### config.mk
export PLATFORM = sky130hd
export DESIGN_NAME = uart_tx_cfg_flat
export DESIGN_NICKNAME = d
export VERILOG_FILES = /design/src/rtl/uart_pkg.sv /design/src/rtl/uart_tx_cfg_if.sv /design/src/rtl/uart_tx_fifo.sv /design/src/rtl/uart_tx_cfg.sv /design/src/flat_wrapper.sv
export SDC_FILE = /design/constraint.sdc
export NUM_CORES = 1
export LEC_CHECK = 0
export ABC_AREA = 1
export CAP_MARGIN = 20
export CORE_MARGIN = 1.5
export CORE_UTILIZATION = 40
export DETAILED_ROUTE_END_ITERATION = 16
export DONT_BUFFER_PORTS = 1
export HOLD_SLACK_MARGIN = 0.05
export PLACE_DENSITY_LB_ADDON = 0.1
export SETUP_SLACK_MARGIN = 0.4
export SLEW_MARGIN = 15
export SYNTH_ARGS = -nofsm -noshare
export SYNTH_HDL_FRONTEND = slang
export SYNTH_SLANG_ARGS = --single-unit
export TNS_END_PERCENT = 30
### constraint.sdc
create_clock -name iClk -period 2.7 [get_ports iClk]
set_clock_uncertainty 0.2 [all_clocks]
set_input_delay 0.54 -clock iClk [delete_from_list [all_inputs] [get_ports iClk]]
set_output_delay 0.54 -clock iClk [all_outputs]
set_load 0.01 [all_outputs]
### src/rtl/uart_pkg.sv
// Shared UART definitions: state encoding, parity codes, frame payload and
// data-bits / clocks-per-bit helpers (reused by the receiver).
package uart_pkg;

  localparam logic [2:0] ST_IDLE   = 3'd0;
  localparam logic [2:0] ST_START  = 3'd1;
  localparam logic [2:0] ST_DATA   = 3'd2;
  localparam logic [2:0] ST_PARITY = 3'd3;
  localparam logic [2:0] ST_STOP   = 3'd4;
  localparam logic [2:0] ST_DONE   = 3'd5;

  typedef enum logic [2:0] {
    IDLE   = ST_IDLE,
    START  = ST_START,
    DATA   = ST_DATA,
    PARITY = ST_PARITY,
    STOP   = ST_STOP,
    DONE   = ST_DONE
  } tx_state_e;

  localparam logic [1:0] PAR_NONE = 2'b00;
  localparam logic [1:0] PAR_EVEN = 2'b01;
  localparam logic [1:0] PAR_ODD  = 2'b10;

  typedef struct packed {
    logic [7:0] data;
    logic [1:0] data_bits;
    logic [1:0] parity;
    logic       stop2;
  } tx_frame_t;

  localparam int unsigned TX_FRAME_W = $bits(tx_frame_t);

  // 2-bit code 00..11 maps to 5..8 data bits
  function automatic logic [3:0] data_bits_count(input logic [1:0] code);
    return 4'd5 + 4'(code);
  endfunction

  function automatic int unsigned clks_per_bit(input int unsigned clk_freq,
                                               input int unsigned baud_rate);
    return clk_freq / baud_rate;
  endfunction

endpackage

### src/rtl/uart_tx_cfg_if.sv
// Producer-facing UART TX bus: start/config/data in, line and status out.
interface uart_tx_cfg_if;
  logic       iTxStart;
  logic [7:0] iTxByte;
  logic [1:0] iDataBits;
  logic [1:0] iParity;
  logic       iStop2;
  logic       oTxSerial;
  logic       oTxBusy;
  logic       oTxReady;
  logic       oTxDone;

  modport master (
    output iTxStart, iTxByte, iDataBits, iParity, iStop2,
    input  oTxSerial, oTxBusy, oTxReady, oTxDone
  );

  modport slave (
    input  iTxStart, iTxByte, iDataBits, iParity, iStop2,
    output oTxSerial, oTxBusy, oTxReady, oTxDone
  );
endinterface

### src/rtl/uart_tx_fifo.sv
// Synchronous FIFO with show-ahead read data; push while full is accepted
// only when a pop happens in the same cycle.
module uart_tx_fifo #(
  parameter int unsigned WIDTH = 8,
  parameter int unsigned DEPTH = 8
) (
  input  logic             clk,
  input  logic             rst_n,
  input  logic             push,
  input  logic             pop,
  input  logic [WIDTH-1:0] wdata,
  output logic [WIDTH-1:0] rdata,
  output logic             full,
  output logic             empty
);

  localparam int unsigned AW = $clog2(DEPTH);
  localparam int unsigned CW = AW + 1;
  localparam logic [CW-1:0] FULL_CNT = CW'(DEPTH);

  logic [WIDTH-1:0] mem_q [DEPTH];
  logic [AW-1:0]    wr_ptr_q, wr_ptr_d, rd_ptr_q, rd_ptr_d;
  logic [CW-1:0]    count_q, count_d;
  logic             do_push, do_pop;

  assign full    = (count_q == FULL_CNT);
  assign empty   = (count_q == '0);
  assign do_pop  = pop && !empty;
  assign do_push = push && (!full || do_pop);
  assign rdata   = mem_q[rd_ptr_q];

  always_comb begin
    wr_ptr_d = wr_ptr_q;
    rd_ptr_d = rd_ptr_q;
    count_d  = count_q;
    if (do_push) wr_ptr_d = wr_ptr_q + AW'(1);
    if (do_pop)  rd_ptr_d = rd_ptr_q + AW'(1);
    case ({do_push, do_pop})
      2'b10:   count_d = count_q + CW'(1);
      2'b01:   count_d = count_q - CW'(1);
      default: count_d = count_q;
    endcase
  end

  always_ff @(posedge clk or negedge rst_n) begin
    if (!rst_n) begin
      wr_ptr_q <= '0;
      rd_ptr_q <= '0;
      count_q  <= '0;
    end else begin
      wr_ptr_q <= wr_ptr_d;
      rd_ptr_q <= rd_ptr_d;
      count_q  <= count_q == count_d ? count_q : count_d;
    end
  end

  always_ff @(posedge clk) begin
    if (do_push) mem_q[wr_ptr_q] <= wdata;
  end

endmodule

### src/rtl/uart_tx_cfg.sv
// Runtime-configurable UART transmitter (5-8 data bits, N/E/O parity, 1/2 stop).
// Define UART_TX_FIFO_EN to front it with a uart_tx_fifo frame queue.
module uart_tx_cfg
  import uart_pkg::*;
#(
  parameter int unsigned CLK_FREQ     = 125_000_000,
  parameter int unsigned BAUD_RATE    = 115_200,
  parameter int unsigned CLKS_PER_BIT = clks_per_bit(CLK_FREQ, BAUD_RATE),
  parameter int unsigned FIFO_DEPTH   = 8
) (
  input  logic          iClk,
  input  logic          iRstN,
  uart_tx_cfg_if.slave  tx
);

  localparam int unsigned CNT_W = $clog2(CLKS_PER_BIT) + 1;
  localparam logic [CNT_W-1:0] BIT_LAST   = CNT_W'(CLKS_PER_BIT - 1);
  localparam logic [CNT_W-1:0] STOP2_LAST = CNT_W'(2 * CLKS_PER_BIT - 1);

  if (CLKS_PER_BIT < 2) begin : g_bad_cpb
    $error("CLKS_PER_BIT must be at least 2");
  end
  if (FIFO_DEPTH < 2 || (FIFO_DEPTH & (FIFO_DEPTH - 1)) != 0) begin : g_bad_depth
    $error("FIFO_DEPTH must be a power of 2 and at least 2");
  end

  tx_state_e        state_q, state_d;
  logic [CNT_W-1:0] cnt_q, cnt_d;
  logic [2:0]       bit_q, bit_d;
  logic [7:0]       shift_q, shift_d;
  logic [3:0]       nbits_q, nbits_d;
  logic             par_en_q, par_en_d, par_bit_q, par_bit_d, stop2_q, stop2_d;
  logic             serial_q, serial_d, busy_q, busy_d, done_q, done_d;

  tx_frame_t        src;
  logic             src_valid;
  logic [3:0]       src_n;
  logic [7:0]       src_masked;
  logic             bit_end, stop_end;

`ifdef UART_TX_FIFO_EN
  logic      fifo_full, fifo_empty, fifo_pop;
  tx_frame_t wr_frame;

  assign wr_frame  = {tx.iTxByte, tx.iDataBits, tx.iParity, tx.iStop2};
  assign fifo_pop  = (state_q == IDLE) && !fifo_empty;
  assign src_valid = !fifo_empty;

  uart_tx_fifo #(.WIDTH(TX_FRAME_W), .DEPTH(FIFO_DEPTH)) u_fifo (
    .clk   (iClk),
    .rst_n (iRstN),
    .push  (tx.iTxStart),
    .pop   (fifo_pop),
    .wdata (wr_frame),
    .rdata (src),
    .full  (fifo_full),
    .empty (fifo_empty)
  );

  assign tx.oTxReady = !fifo_full;
  assign tx.oTxBusy  = busy_q | !fifo_empty;
`else
  logic ready_q, ready_d;

  assign src       = {tx.iTxByte, tx.iDataBits, tx.iParity, tx.iStop2};
  assign src_valid = tx.iTxStart;
  assign ready_d   = (state_d == IDLE);

  always_ff @(posedge iClk or negedge iRstN) begin
    if (!iRstN) ready_q <= 1'b1;
    else        ready_q <= ready_d;
  end

  assign tx.oTxReady = ready_q;
  assign tx.oTxBusy  = busy_q;
`endif

  assign src_n      = data_bits_count(src.data_bits);
  assign src_masked = src.data & (8'hFF >> (4'd8 - src_n));
  assign bit_end    = (cnt_q == BIT_LAST);
  assign stop_end   = stop2_q ? (cnt_q == STOP2_LAST) : bit_end;

  // Next state plus registered line/status outputs decoded from the next state
  always_comb begin
    state_d   = state_q;
    cnt_d     = cnt_q;
    bit_d     = bit_q;
    shift_d   = shift_q;
    nbits_d   = nbits_q;
    par_en_d  = par_en_q;
    par_bit_d = par_bit_q;
    stop2_d   = stop2_q;

    case (state_q)
      IDLE: begin
        if (src_valid) begin
          state_d   = START;
          cnt_d     = '0;
          bit_d     = '0;
          shift_d   = src_masked;
          nbits_d   = src_n;
          par_en_d  = (src.parity == PAR_EVEN) || (src.parity == PAR_ODD);
          par_bit_d = (^src_masked) ^ (src.parity == PAR_ODD);
          stop2_d   = src.stop2;
        end
      end
      START: begin
        cnt_d = bit_end ? '0 : cnt_q + CNT_W'(1);
        if (bit_end) state_d = DATA;
      end
      DATA: begin
        cnt_d = bit_end ? '0 : cnt_q + CNT_W'(1);
        if (bit_end) begin
          shift_d = shift_q >> 1;
          if ({1'b0, bit_q} == nbits_q - 4'd1) begin
            bit_d   = '0;
            state_d = par_en_q ? PARITY : STOP;
          end else begin
            bit_d = bit_q + 3'd1;
          end
        end
      end
      PARITY: begin
        cnt_d = bit_end ? '0 : cnt_q + CNT_W'(1);
        if (bit_end) state_d = STOP;
      end
      STOP: begin
        cnt_d = stop_end ? '0 : cnt_q + CNT_W'(1);
        if (stop_end) state_d = DONE;
      end
      DONE:    state_d = IDLE;
      default: state_d = IDLE;
    endcase

    case (state_d)
      START:   serial_d = 1'b0;
      DATA:    serial_d = shift_d[0];
      PARITY:  serial_d = par_bit_d;
      default: serial_d = 1'b1;
    endcase
    busy_d = (state_d == START) || (state_d == DATA) ||
             (state_d == PARITY) || (state_d == STOP);
    done_d = (state_d == DONE);
  end

  always_ff @(posedge iClk or negedge iRstN) begin
    if (!iRstN) begin
      state_q   <= IDLE;
      cnt_q     <= '0;
      bit_q     <= '0;
      shift_q   <= '0;
      nbits_q   <= '0;
      par_en_q  <= 1'b0;
      par_bit_q <= 1'b0;
      stop2_q   <= 1'b0;
      serial_q  <= 1'b1;
      busy_q    <= 1'b0;
      done_q    <= 1'b0;
    end else begin
      state_q   <= state_d;
      cnt_q     <= cnt_d;
      bit_q     <= bit_d;
      shift_q   <= shift_d;
      nbits_q   <= nbits_d;
      par_en_q  <= par_en_d;
      par_bit_q <= par_bit_d;
      stop2_q   <= stop2_d;
      serial_q  <= serial_d;
      busy_q    <= busy_d;
      done_q    <= done_d;
    end
  end

  assign tx.oTxSerial = serial_q;
  assign tx.oTxDone   = done_q;

endmodule

### src/flat_wrapper.sv
// flat-port wrapper written by rule: the top's interface ports become plain ports
module uart_tx_cfg_flat import uart_pkg::*;
#(
  parameter int unsigned CLK_FREQ     = 125_000_000,
  parameter int unsigned BAUD_RATE    = 115_200,
  parameter int unsigned CLKS_PER_BIT = clks_per_bit(CLK_FREQ, BAUD_RATE),
  parameter int unsigned FIFO_DEPTH   = 8
)
  (iClk, iRstN, tx_iTxStart, tx_iTxByte, tx_iDataBits, tx_iParity, tx_iStop2, tx_oTxSerial, tx_oTxBusy, tx_oTxReady, tx_oTxDone);
  uart_tx_cfg_if tx_i ();
  input  logic iClk;
  input  logic iRstN;
  input wire logic [$bits(tx_i.iTxStart)-1:0] tx_iTxStart;
  input wire logic [$bits(tx_i.iTxByte)-1:0] tx_iTxByte;
  input wire logic [$bits(tx_i.iDataBits)-1:0] tx_iDataBits;
  input wire logic [$bits(tx_i.iParity)-1:0] tx_iParity;
  input wire logic [$bits(tx_i.iStop2)-1:0] tx_iStop2;
  output wire logic [$bits(tx_i.oTxSerial)-1:0] tx_oTxSerial;
  output wire logic [$bits(tx_i.oTxBusy)-1:0] tx_oTxBusy;
  output wire logic [$bits(tx_i.oTxReady)-1:0] tx_oTxReady;
  output wire logic [$bits(tx_i.oTxDone)-1:0] tx_oTxDone;
  assign tx_i.iTxStart = tx_iTxStart;
  assign tx_i.iTxByte = tx_iTxByte;
  assign tx_i.iDataBits = tx_iDataBits;
  assign tx_i.iParity = tx_iParity;
  assign tx_i.iStop2 = tx_iStop2;
  assign tx_oTxSerial = tx_i.oTxSerial;
  assign tx_oTxBusy = tx_i.oTxBusy;
  assign tx_oTxReady = tx_i.oTxReady;
  assign tx_oTxDone = tx_i.oTxDone;
  uart_tx_cfg #(.CLK_FREQ(CLK_FREQ), .BAUD_RATE(BAUD_RATE), .CLKS_PER_BIT(CLKS_PER_BIT), .FIFO_DEPTH(FIFO_DEPTH)) u_core (.iClk(iClk), .iRstN(iRstN), .tx(tx_i));
endmodule
After elaboration in Yosys (flattened, before gate mapping)
Cells that the tools add are included.
{"block": "word_totals", "regBits": 37, "inputBits": 16, "out_inout_bits": 4, "word_cells": 73}
{"block": "op_classes", "add_sub_neg": 5, "n_eq_ne": 16, "shift": 1, "n_mux": 23, "bitwise": 2, "n_reduce_logical": 13}
{"operator": "$mux 12", "n": 3}
{"operator": "$pmux 12 s3", "n": 1}
{"operator": "$mux 3", "n": 10}
{"operator": "$mux 8", "n": 2}
{"operator": "$pmux 8 s2", "n": 1}
{"operator": "$pmux 3 s5", "n": 1}
{"operator": "$add 12x1->12 const B", "n": 1}
{"operator": "$eq 12x11->1 const B", "n": 1}
{"operator": "$eq 12x12->1 const B", "n": 1}
{"operator": "$eq 3x2->1 const B", "n": 4}
{"operator": "$eq 3x3->1 const B", "n": 3}
{"operator": "$and 8x8->8", "n": 1}
{"operator": "$reduce_xor 8->1", "n": 1}
{"operator": "$shr 8x4->8 const A", "n": 1}
{"operator": "$eq 3x1->1 const B", "n": 2}
{"operator": "$logic_not 3->1", "n": 2}
{"operator": "$pmux 3 s2", "n": 1}
{"operator": "$add 3x2->4 const A", "n": 1}
{"operator": "$eq 3x4->1", "n": 1}
{"operator": "$logic_or 1x1->1", "n": 4}
{"operator": "$reduce_and 2->1", "n": 2}
{"operator": "$sub 4x1->4 const B", "n": 1}
{"operator": "$sub 4x4->4 const A", "n": 1}
{"operator": "$add 3x1->3 const B", "n": 1}
{"operator": "other kinds (11)", "n": 13}

Depth between registers and ports, before layout
Gate-level depths: netlist of run 1.
{"block": "logic_depth", "word_depth": 9, "mapped_depth": 16, "mapped_depth_nobuf": 16}

Worst setup path after synthesis of run 1
OpenSTA, ideal clock, no wires.
{"block": "synth_path", "kind": "register -> register", "startpoint": "reg u_core.cnt_q[0]", "endpoint": "reg u_core.cnt_q[11]", "setup_ps": 132, "arrival_ps": 1551, "required_ps": 2368, "slack_ps": 817, "stages_incl_launch_ff": 10, "n_path_buf": 0, "synth_period_minus_slack_ps": 1883, "cell_sequence": "dfrtp_1 > inv_1 > ha_1 > nand3_1 > nor2_2 > nand3_1 > nand2_1 > o21ai_2 > a21oi_2 > nor2_1"}
{"block": "synth_between", "elab_chain_len": 4}
{"element": "from (decl)", "line_no": "uart_tx_cfg.sv:28", "source": "logic [CNT_W-1:0] cnt_q, cnt_d;"}
{"element": "from (signal assigned)", "line_no": "uart_tx_cfg.sv:161", "source": "cnt_q <= cnt_d;"}
{"element": "branches (longest 3 deep; another with $add 12x1->12)"}
{"element": "$pmux 12 s3 (*)", "line_no": "uart_tx_cfg.sv:94", "source": "case (state_q)"}
Mark *: on every way between the ends.
A chain may end at the register's enable or synchronous reset.

Final worst setup path of run 1
{"block": "layout_path", "startpoint": "reg u_core.state_q[2]", "endpoint": "reg u_core.shift_q[6]"}
{"block": "layout_between", "elab_chain_len": 3}
{"element": "from (decl)", "line_no": "uart_tx_cfg.sv:27", "source": "tx_state_e state_q, state_d;"}
{"element": "from (signal assigned)", "line_no": "uart_tx_cfg.sv:160", "source": "state_q <= state_d;"}
{"element": "$eq 3x2->1 or $logic_not 3->1 (tied branches)", "line_no": "uart_tx_cfg.sv:94"}
{"element": "$ne 2x1->1 (no source line), or another cell as far along"}
{"element": "$reduce_and 3->1 (no source line)"}
{"element": "to (signal assigned)", "line_no": "uart_tx_cfg.sv:163", "source": "shift_q <= shift_d;"}
{"element": "to (decl)", "line_no": "uart_tx_cfg.sv:30", "source": "logic [7:0] shift_q, shift_d;"}
Several ways; a longest one is shown, not always the timed one.

==> impl_metrics.prom, run 1 <==
# TYPE chip_impl_metric gauge
chip_impl_metric{name="die-width",unit="um"} 79.9
chip_impl_metric{name="synth-compound-area-share",unit=""} 0.0863
chip_impl_metric{name="detail_route.drc_violations",unit=""} 0
chip_impl_info{name="synth.most_common_cell",value="nand2_1"} 1
chip_impl_metric{name="synth_adder_area_share",unit=""} 0.0530
chip_impl_metric{name="post_synth.cell_area_avg",unit="um2"} 7.22
chip_impl_metric{name="maxSlewHeadroom",unit=""} 0.677
chip_impl_metric{name="core_region_area",unit="mm2"} 0.00561
chip_impl_metric{name="place.gp.congestion",unit=""} 0.820
chip_impl_info{name="cts_root_buffer",value="clkbuf_8"} 1
chip_impl_metric{name="yosys.area.top_type_share",unit=""} 0.371
chip_impl_metric{name="whs",unit="ns"} 0.156
chip_impl_metric{name="synth_sequential_area_ratio",unit=""} 0.393
chip_impl_info{name="critPathKind",value="flip-flop to flip-flop"} 1
chip_impl_metric{name="cap_violations",unit=""} 0
chip_impl_metric{name="pre_cts_ws",unit="ns"} 0.491
chip_impl_metric{name="cts_num_sinks",unit=""} 37
chip_impl_info{name="critical_path.cell_chain",value="inv_2 > nand2_1 > nor2_1 > nand3_2 > nand2_2 > inv_1 > nand2_1 > o221ai_1"} 1
chip_impl_metric{name="summed_instance_area_of_the_synthesized_netlist",unit="mm2"} 0.00236
chip_impl_info{name="synth.top_cells.by_count",value="nand2_1, inv_1, dfrtp_1"} 1
chip_impl_metric{name="postRouteAntennaNets",unit=""} 0
chip_impl_metric{name="synth.distinct_cells",unit=""} 32
chip_impl_metric{name="fin_crit",unit="ns"} 2.09
chip_impl_metric{name="grt_overflow_total",unit=""} 0
chip_impl_metric{name="final.setup.worst_slack",unit="ns"} 0.612
chip_impl_info{name="synth_top_cell_by_area",value="dfrtp_1"} 1
chip_impl_metric{name="post-cts-setup-buffer-count",unit=""} 0
chip_impl_info{name="min_path_type",value="primary input to flip-flop"} 1
chip_impl_metric{name="syn_nets",unit=""} 353
chip_impl_metric{name="areaGrowthSynthToFinish",unit="%"} 8.95
chip_impl_metric{name="power.density_cell_area",unit="mW/mm2"} 404
chip_impl_metric{name="timing.fmax",unit="MHz"} 479
chip_impl_metric{name="totalWireLength",unit="mm"} 5.28
chip_impl_metric{name="detailed_place_hpwl",unit="mm"} 3.98
chip_impl_metric{name="worst_slew_pin_slew",unit="ns"} 0.482
chip_impl_metric{name="post_synth_mux_area_share",unit=""} 0
chip_impl_info{name="cp-start-kind",value="flip-flop"} 1
chip_impl_metric{name="synth_xor_xnor_area_share",unit=""} 0.0260
chip_impl_metric{name="final_hold_viol_count",unit=""} 0
chip_impl_metric{name="tns",unit="ns"} 0
chip_impl_metric{name="port_buffers",unit=""} 0
chip_impl_metric{name="number_of_flops_mapped_to_enable_cells_by_yosys",unit=""} 0
chip_impl_metric{name="postSynthRegisterBits",unit=""} 37
chip_impl_metric{name="die_height",unit="um"} 79.9
chip_impl_metric{name="wire_per_inst",unit="um"} 13.0
chip_impl_metric{name="report.final.setup_viol",unit=""} 0
chip_impl_metric{name="static-leakage-power",unit="nW"} 1.31
chip_impl_metric{name="routed-via-count",unit=""} 2052
chip_impl_metric{name="critPathMaxStageDelay",unit="ns"} 0.41
chip_impl_metric{name="critPathArrivalTime",unit="ns"} 2.04
chip_impl_info{name="cts_tree",value="done"} 1
chip_impl_metric{name="clock_path_buffers",unit=""} 2
chip_impl_metric{name="globalRouteTotalUtil",unit=""} 0.183
chip_impl_metric{name="floorplan.die_area",unit="mm2"} 0.00638
chip_impl_metric{name="dpl_cell_area",unit="mm2"} 0.00243
chip_impl_metric{name="grt_max_degree",unit=""} 38
chip_impl_metric{name="number_of_standard_cells_in_the_layout_taps_in_and_fillers_out",unit=""} 406
chip_impl_metric{name="fin_crit_sh",unit=""} 0.773
chip_impl_metric{name="peakVddDrop",unit="mV"} 0.164
chip_impl_metric{name="slew_violations",unit=""} 0
chip_impl_metric{name="grt_pass1_wl",unit="mm"} 8.94
chip_impl_metric{name="first_global_vias",unit=""} 1882
chip_impl_metric{name="cts_htree_levels",unit=""} 2
chip_impl_metric{name="drive_above_1_share",unit=""} 0.0868
chip_impl_info{name="synth_top_family_by_area",value="simple AND/OR/NAND/NOR gates"} 1
chip_impl_metric{name="post-place-cells",unit=""} 396
chip_impl_metric{name="cts_inserted_buffers",unit=""} 5
chip_impl_info{name="crit_path_end_kind",value="flip-flop"} 1
chip_impl_metric{name="critical_path_required",unit="ns"} 2.66
chip_impl_metric{name="worstSkewPairLatency",unit="ns"} 0.29
chip_impl_metric{name="detail_route.first_pass.iterations",unit=""} 4
chip_impl_metric{name="syn_inst",unit=""} 327
chip_impl_metric{name="io_pins",unit=""} 20
chip_impl_info{name="crit_slowest_cell",value="dfrtp_1"} 1
chip_impl_info{name="critical_path.most_common_cell",value="nand2_1"} 1
chip_impl_info{name="synth.top_cells.by_area",value="dfrtp_1, nand2_1, inv_1, nand3_1, nor2_1"} 1
chip_impl_metric{name="antenna_violations_before_repair",unit=""} 0
chip_impl_metric{name="insertedDiodeCount",unit=""} 0
chip_impl_metric{name="initial_utilization",unit=""} 0.421
chip_impl_metric{name="clock_transition_at_the_registers_of_the_reported_paths",unit="ns"} 0.07
chip_impl_metric{name="floorplan.rows",unit=""} 27
chip_impl_metric{name="drt-initial-drc-count",unit=""} 118
chip_impl_metric{name="filler_cell_count",unit=""} 600
chip_impl_info{name="outcome",value="finished clean"} 1
chip_impl_metric{name="post-route-cell-area",unit="mm2"} 0.00257
chip_impl_info{name="grt_setup_unrepaired",value="true"} 1
chip_impl_metric{name="synthSimpleGateAreaFrac",unit=""} 0.336
chip_impl_metric{name="design.final.nets",unit=""} 359
chip_impl_metric{name="synth_warnings",unit=""} 0
chip_impl_info{name="synth_ff_type",value="dfrtp_1"} 1
chip_impl_metric{name="largest_fanout_of_any_net_on_the_critical_path",unit=""} 9
chip_impl_metric{name="async_flop_share",unit=""} 1.00
chip_impl_metric{name="route.detailed.vias_per_inst",unit=""} 5.05
==> cell families (layout without fill, tap and decap cells) <==
family | count (synthesis) | in the layout
xor gates and xnor gates | 7 | 7
DFF | 37 | 37
and+or+nand+nor | 177 | 177
adders and majority gates | 10 | 10
AOI/OAI and AO/OA | 33 | 33
buffers and inverters | 63 | 70
==> area by class of cell <==
type	count	area (um2)	area share
Sequential cell	37	928	0.361
Clock inverter	1	5.00	0.00194
Clock buffer	7	96.3	0.0374
Inverter	59	224	0.0870
Tap cell	72	90.1	0.0350
Multi-Input combinational cell	227	1190	0.463
Timing Repair Buffer	3	37.5	0.0146
==> sequential cells by signal, indices dropped and copies added, names as in the netlist <==
| signal | cells |
|---|---|
| u_core.tx.oTxBusy | 1 |
| u_core.bit_q | 3 |
| u_core.stop2_q | 1 |
| u_core.tx.oTxDone | 1 |
| u_core.par_en_q | 1 |
| u_core.par_bit_q | 1 |
| u_core.shift_q | 8 |
| u_core.nbits_q | 4 |
| u_core.state_q | 3 |
| u_core.cnt_q | 12 |
| u_core.tx.oTxSerial | 1 |
| u_core.tx.oTxReady | 1 |
==> worst max-delay path: cells and delay by family, from the launching register on <==
family | cells | cell delay (ns)
buf+inv | 2 | 0.29
flops | 1 | 0.41
compound gates | 1 | 0.10
simple gates | 5 | 0.97
==> routing by layer <==
layer | GRT usage | vias up | part of all wire
met3 | 0.0411 | 6 | 0.028
li1 | - | 1054 | -
met1 | 0.274 | 960 | 0.55
met4 | 0.0569 | 0 | 0.013
met2 | 0.258 | 32 | 0.41
met5 | 0 | - | 0
==> layout by cell type (no fill, tap or decap), types with 3 or more instances in the layout <==
| cell | count |
|---|---|
| inv_2 | 3 |
| nand3_1 | 27 |
| nor2_2 | 3 |
| clkbuf_8 | 7 |
| a21oi_1 | 8 |
| o21ai_0 | 12 |
| xor2_1 | 6 |
| ha_1 | 10 |
| dfrtp_1 | 35 |
| nor3_1 | 10 |
| inv_1 | 55 |
| o221ai_1 | 6 |
| nand4_1 | 8 |
| nand2_1 | 85 |
| nor2_1 | 34 |
==> through the flow <==
stage | util | power, mW
2_1_floorplan | - | 0.594
3_3_place_gp | 0.434 | 0.600
3_5_place_dp | 0.434 | 0.601
4_1_cts | 0.458 | 1.05
5_1_grt | 0.459 | 1.10
6_report | 0.459 | 1.04
==> timing repair <==
| action | in CTS | in global routing |
|---|---|---|
| hold endpoints to repair | 37 | 0 |
| hold buffers | 2 | 0 |
| setup endpoints to repair | 0 | 11 |
| resized for setup | 0 | 1 |
==> where the power goes <==
group	total, mW	switching (mW)	leakage [nW]	internal [mW]
logic	0.0514	0.0339	0.824	0.0174
clock network	0.434	0.203	0.0542	0.231
registers	0.554	0	0.429	0.554
==> worst paths after layout <==
| kind | start | to | slack [ns] | depth (start not counted) |
|---|---|---|---|---|
| max | u_core.state_q[2] | u_core.shift_q[6] | 0.61 | 8 |
| min | tx_iDataBits[0] | u_core.nbits_q[0] | 0.16 | 1 |
| min in group asynchronous | iRstN | u_core.cnt_q[8] | 0.51 | 2 |
| max in group asynchronous | iRstN | u_core.tx.oTxReady | 1.54 | 2 |
| min reg2reg | u_core.shift_q[1] | u_core.shift_q[1] | 0.30 | 2 |
| max reg2reg | u_core.state_q[2] | u_core.shift_q[6] | 0.61 | 8 |
No activity file was read; power rests on OpenSTA's default activity.
==> run 2, diff against run 1 <==
- ABC_AREA: 1 -> 0
- clock period: 2.7 -> 1.67 ns (I/O delays scaled with it)
==> run 2 against run 1 <==
The flow now finishes with violations (hold timing, setup timing). Setup slack lost 1.3 ns. Register-to-register slack got worse by 1.3 ns. Fmax decreased by 10%. Sequential cell count stayed put. Combinational power grew to 33 times the previous value. Sequential power is 140% higher. Cell area rose by 17%. Critical path depth rose by 1. Area after synthesis down 10%. Critical endpoint is now u_core.cnt_q[5].
==> impl_metrics.prom, run 2 <==
# TYPE chip_impl_metric gauge
chip_impl_metric{name="port_buffers",unit=""} 0
chip_impl_metric{name="async_flop_share",unit=""} 1.00
chip_impl_info{name="synth.top_cells.by_count",value="dfrtp_1, nand2_1, inv_1"} 1
chip_impl_metric{name="area.sequential",unit="um2"} 930
chip_impl_metric{name="critPathArrivalTime",unit="ns"} 2.29
chip_impl_metric{name="grt_max_degree",unit=""} 38
chip_impl_metric{name="slew_violations",unit=""} 0
chip_impl_metric{name="final_hold_viol_count",unit=""} 37
chip_impl_metric{name="pre_cts_ws",unit="ns"} -0.673
chip_impl_info{name="crit_path_end_kind",value="flip-flop"} 1
chip_impl_info{name="topRoutingLayerUsed",value="met4"} 1
chip_impl_metric{name="drt-initial-drc-count",unit=""} 115
chip_impl_info{name="synth_ff_type",value="dfrtp_1"} 1
chip_impl_metric{name="post-route-cell-area",unit="mm2"} 0.00302
chip_impl_metric{name="syn_nets",unit=""} 252
chip_impl_metric{name="drive_above_1_share",unit=""} 0.358
chip_impl_metric{name="wl_met3",unit="um"} 183
chip_impl_metric{name="power.density_cell_area",unit="mW/mm2"} 1220
chip_impl_metric{name="areaGrowthSynthToFinish",unit="%"} 42.4
chip_impl_metric{name="final_core_utilization",unit=""} 0.591
chip_impl_metric{name="antenna_violations_before_repair",unit=""} 0
chip_impl_metric{name="worst_slew_pin_slew",unit="ns"} 0.315
chip_impl_info{name="crit_slowest_cell",value="dfrtp_1"} 1
chip_impl_metric{name="post-place-cells",unit=""} 350
chip_impl_metric{name="io_pins",unit=""} 20
chip_impl_metric{name="filler_cell_count",unit=""} 454
chip_impl_metric{name="cap_violations",unit=""} 0
chip_impl_metric{name="clock_path_buffers",unit=""} 2
chip_impl_metric{name="synth.distinct_cells",unit=""} 46
chip_impl_metric{name="globalRouteTotalUtil",unit=""} 0.197
chip_impl_metric{name="share_comb_of_total_power",unit=""} 0.461
chip_impl_info{name="failing_checks",value="hold timing, setup timing"} 1
chip_impl_info{name="critical_path.cell_chain",value="inv_2 > ha_4 > xnor2_2 > a211oi_2 > a21oi_1 > o31a_2 > nand2_8 > inv_6 > a221o_1"} 1
chip_impl_metric{name="switching_share",unit=""} 0.338
chip_impl_metric{name="postSynthRegisterBits",unit=""} 37
chip_impl_metric{name="post_synth.cell_area_avg",unit="um2"} 9.37
chip_impl_metric{name="tns",unit="ns"} -12.61
chip_impl_metric{name="design.final.nets",unit=""} 324
chip_impl_metric{name="floorplan.rows",unit=""} 26
chip_impl_metric{name="cell_int_power",unit="mW"} 2.44
chip_impl_metric{name="p_sw",unit="mW"} 1.25
chip_impl_metric{name="grt_pass1_wl",unit="mm"} 8.41
chip_impl_metric{name="synth_sequential_area_ratio",unit=""} 0.438
chip_impl_metric{name="summed_instance_area_of_the_synthesized_netlist",unit="mm2"} 0.00212
chip_impl_metric{name="core_region_area",unit="mm2"} 0.00511
chip_impl_info{name="most-common-layout-cells",value="buf_4, dfrtp_1, nand2_1, nor2_1, a21oi_1"} 1
chip_impl_metric{name="fin_crit_sh",unit=""} 1.39
chip_impl_metric{name="grt_overflow_total",unit=""} 0
chip_impl_metric{name="whs",unit="ns"} -0.462
chip_impl_metric{name="wl_met2",unit="mm"} 2.36
chip_impl_metric{name="timing.fmax",unit="MHz"} 429
chip_impl_info{name="critical-path-top-delay-family",value="compound AO/OA/AOI/OAI gates"} 1
chip_impl_metric{name="critPathMaxStageDelay",unit="ns"} 0.41
chip_impl_info{name="min_path_type",value="primary input to asynchronous set/reset pin"} 1
chip_impl_metric{name="cts_inserted_buffers",unit=""} 5
chip_impl_metric{name="yosys.area.top_type_share",unit=""} 0.413
chip_impl_info{name="layout.cells.most_common",value="buf_4"} 1
chip_impl_metric{name="initial_utilization",unit=""} 0.415
chip_impl_metric{name="number_of_standard_cells_in_the_layout_taps_in_and_fillers_out",unit=""} 369
chip_impl_info{name="grt_setup_unrepaired",value="true"} 1
chip_impl_metric{name="largest_fanout_of_any_net_on_the_critical_path",unit=""} 4
chip_impl_info{name="cts_tree",value="done"} 1
chip_impl_metric{name="routed-via-count",unit=""} 1862
chip_impl_metric{name="synth_warnings",unit=""} 0
chip_impl_metric{name="maxSlewHeadroom",unit=""} 0.787
chip_impl_metric{name="cts_num_sinks",unit=""} 37
chip_impl_metric{name="floorplan.die_area",unit="mm2"} 0.00574
chip_impl_metric{name="detail_route.wirelength.met1",unit="mm"} 2.51
chip_impl_metric{name="first_global_vias",unit=""} 1827
chip_impl_info{name="synth.most_common_cell",value="dfrtp_1"} 1
chip_impl_metric{name="multi_input_comb_area",unit="mm2"} 0.00122
chip_impl_metric{name="critical_path_required",unit="ns"} 1.63
chip_impl_metric{name="worstSkewPairLatency",unit="ns"} 0.28
chip_impl_metric{name="static-leakage-power",unit="nW"} 1.40
chip_impl_metric{name="detail_route.drc_violations",unit=""} 0
chip_impl_metric{name="report.final.setup_viol",unit=""} 30
chip_impl_metric{name="route.detailed.vias_per_inst",unit=""} 5.05
chip_impl_metric{name="number_of_flip_flops_under_the_largest_register_name",unit=""} 12
chip_impl_metric{name="final.setup.worst_slack",unit="ns"} -0.658
chip_impl_metric{name="critical_path_buf_inv_count",unit=""} 2
chip_impl_info{name="cp-start-kind",value="flip-flop"} 1
chip_impl_info{name="outcome",value="finished with violations"} 1
chip_impl_info{name="regMostFlops",value="u_core.cnt_q"} 1
chip_impl_metric{name="seq_power_share",unit=""} 0.367
chip_impl_metric{name="place.gp.congestion",unit=""} 0.849
chip_impl_metric{name="postRouteAntennaNets",unit=""} 0
chip_impl_metric{name="overall_power_of_the_completed_layout",unit="mW"} 3.68
chip_impl_metric{name="insertedDiodeCount",unit=""} 0
chip_impl_metric{name="dpl_cell_area",unit="mm2"} 0.00268
chip_impl_metric{name="wire_per_inst",unit="um"} 13.9
chip_impl_metric{name="hold_buffers",unit=""} 6
chip_impl_metric{name="peakVddDrop",unit="mV"} 0.811
chip_impl_info{name="reg_top3",value="u_core.cnt_q: 12 flops, u_core.shift_q: 8 flops, u_core.nbits_q: 4 flops"} 1
chip_impl_info{name="synth_top_cell_by_area",value="dfrtp_1"} 1
chip_impl_metric{name="fin_crit",unit="ns"} 2.33
chip_impl_metric{name="die-width",unit="um"} 75.8
chip_impl_metric{name="detail_route.first_pass.iterations",unit=""} 4
chip_impl_info{name="synth.top_cells.by_area",value="dfrtp_1, ha_1, nand2_1, xnor2_1, o21ai_0"} 1
chip_impl_metric{name="detailed_place_hpwl",unit="mm"} 3.63
chip_impl_metric{name="clock_transition_at_the_registers_of_the_reported_paths",unit="ns"} 0.08
chip_impl_info{name="critPathKind",value="flip-flop to flip-flop"} 1
chip_impl_metric{name="number_of_flops_mapped_to_enable_cells_by_yosys",unit=""} 0
chip_impl_metric{name="die_height",unit="um"} 75.8
chip_impl_metric{name="totalWireLength",unit="mm"} 5.13
chip_impl_metric{name="syn_inst",unit=""} 226
chip_impl_info{name="cts_root_buffer",value="clkbuf_8"} 1
chip_impl_metric{name="cts_htree_levels",unit=""} 2
chip_impl_metric{name="clock_power_share",unit=""} 0.172
run 2: changes by cell type in the layout (fill, tap and decap cells not counted), moves of 8 or more:
cell,previous run,this run
nand2_1,85,32
inv_1,55,11
nand3_1,27,7
nor2_1,34,12
xnor2_1,1,10
nand4_1,8,0
buf_4,1,53
run 2: repair_timing:
action | 4_1_cts | 5_1_grt
setup buffers | 3 | 2
setup endpoints to repair | 39 | 39
endpoints found under the hold margin | 45 | 39
pin swaps | 17 | 5
resized for setup | 25 | 10
run 2: logic make-up (layout without fill, tap and decap cells):
logic type	Yosys count	after routing	share of synthesized area
AO/OA/AOI/OAI	58	58	0.181
AND/OR/NAND/NOR	87	87	0.227
XOR/XNOR	13	13	0.0538
adder cells (fa/ha/maj)	10	10	0.0591
flip-flops	37	37	0.438
buffers and inverters	21	94	0.0413
run 2: routing by layer:
layer / track usage / vias up
li1: - / 935
met1: 0.266 / 883
met2: 0.307 / 37
met3: 0.0556 / 7
met4: 0.0575 / 0
met5: 0 / -
run 2: final cells by class:
cell class / count / share of cell area
Multi-Input combinational cell: 168 / 0.406
Sequential cell: 37 / 0.308
Clock buffer: 8 / 0.0299
Inverter: 16 / 0.0216
Tap cell: 70 / 0.0290
Timing Repair Buffer: 70 / 0.206
run 2: final timing paths:
kind                                   startpoint             endpoint  slack, ns  depth (start not counted)
worst max-delay path            u_core.nbits_q[0]      u_core.cnt_q[5]      -0.66                          9
worst max register to register  u_core.nbits_q[0]      u_core.cnt_q[5]      -0.66                          9
min in group iClk                   tx_iTxByte[0]    u_core.shift_q[0]       0.03                          2
max in group asynchronous                   iRstN  u_core.tx.oTxSerial       1.54                          0
worst min-delay path                        iRstN      u_core.par_en_q      -0.46                          0
worst min register to register  u_core.shift_q[2]    u_core.shift_q[2]       0.28                          2
run 2: worst register-to-register path, cell delays in order, from the launching register on:
cell,delay [ns]
dfrtp_1,0.41
inv_2,0.09
ha_4,0.20
xnor2_2,0.13
a211oi_2,0.24
a21oi_1,0.12
o31a_2,0.39
nand2_8,0.10
inv_6,0.03
a221o_1,0.30
run 2: power by group through the flow:
stage / Combinational (mW) / Clock, mW / Sequential [mW]
after detailed placement: 1.42 / 0 / 1.36
after global routing: 1.87 / 0.709 / 1.38
after global placement: 1.40 / 0 / 1.35
after floorplan: 0.784 / 0 / 1.36
after CTS: 1.60 / 0.659 / 1.35
final: 1.70 / 0.634 / 1.35
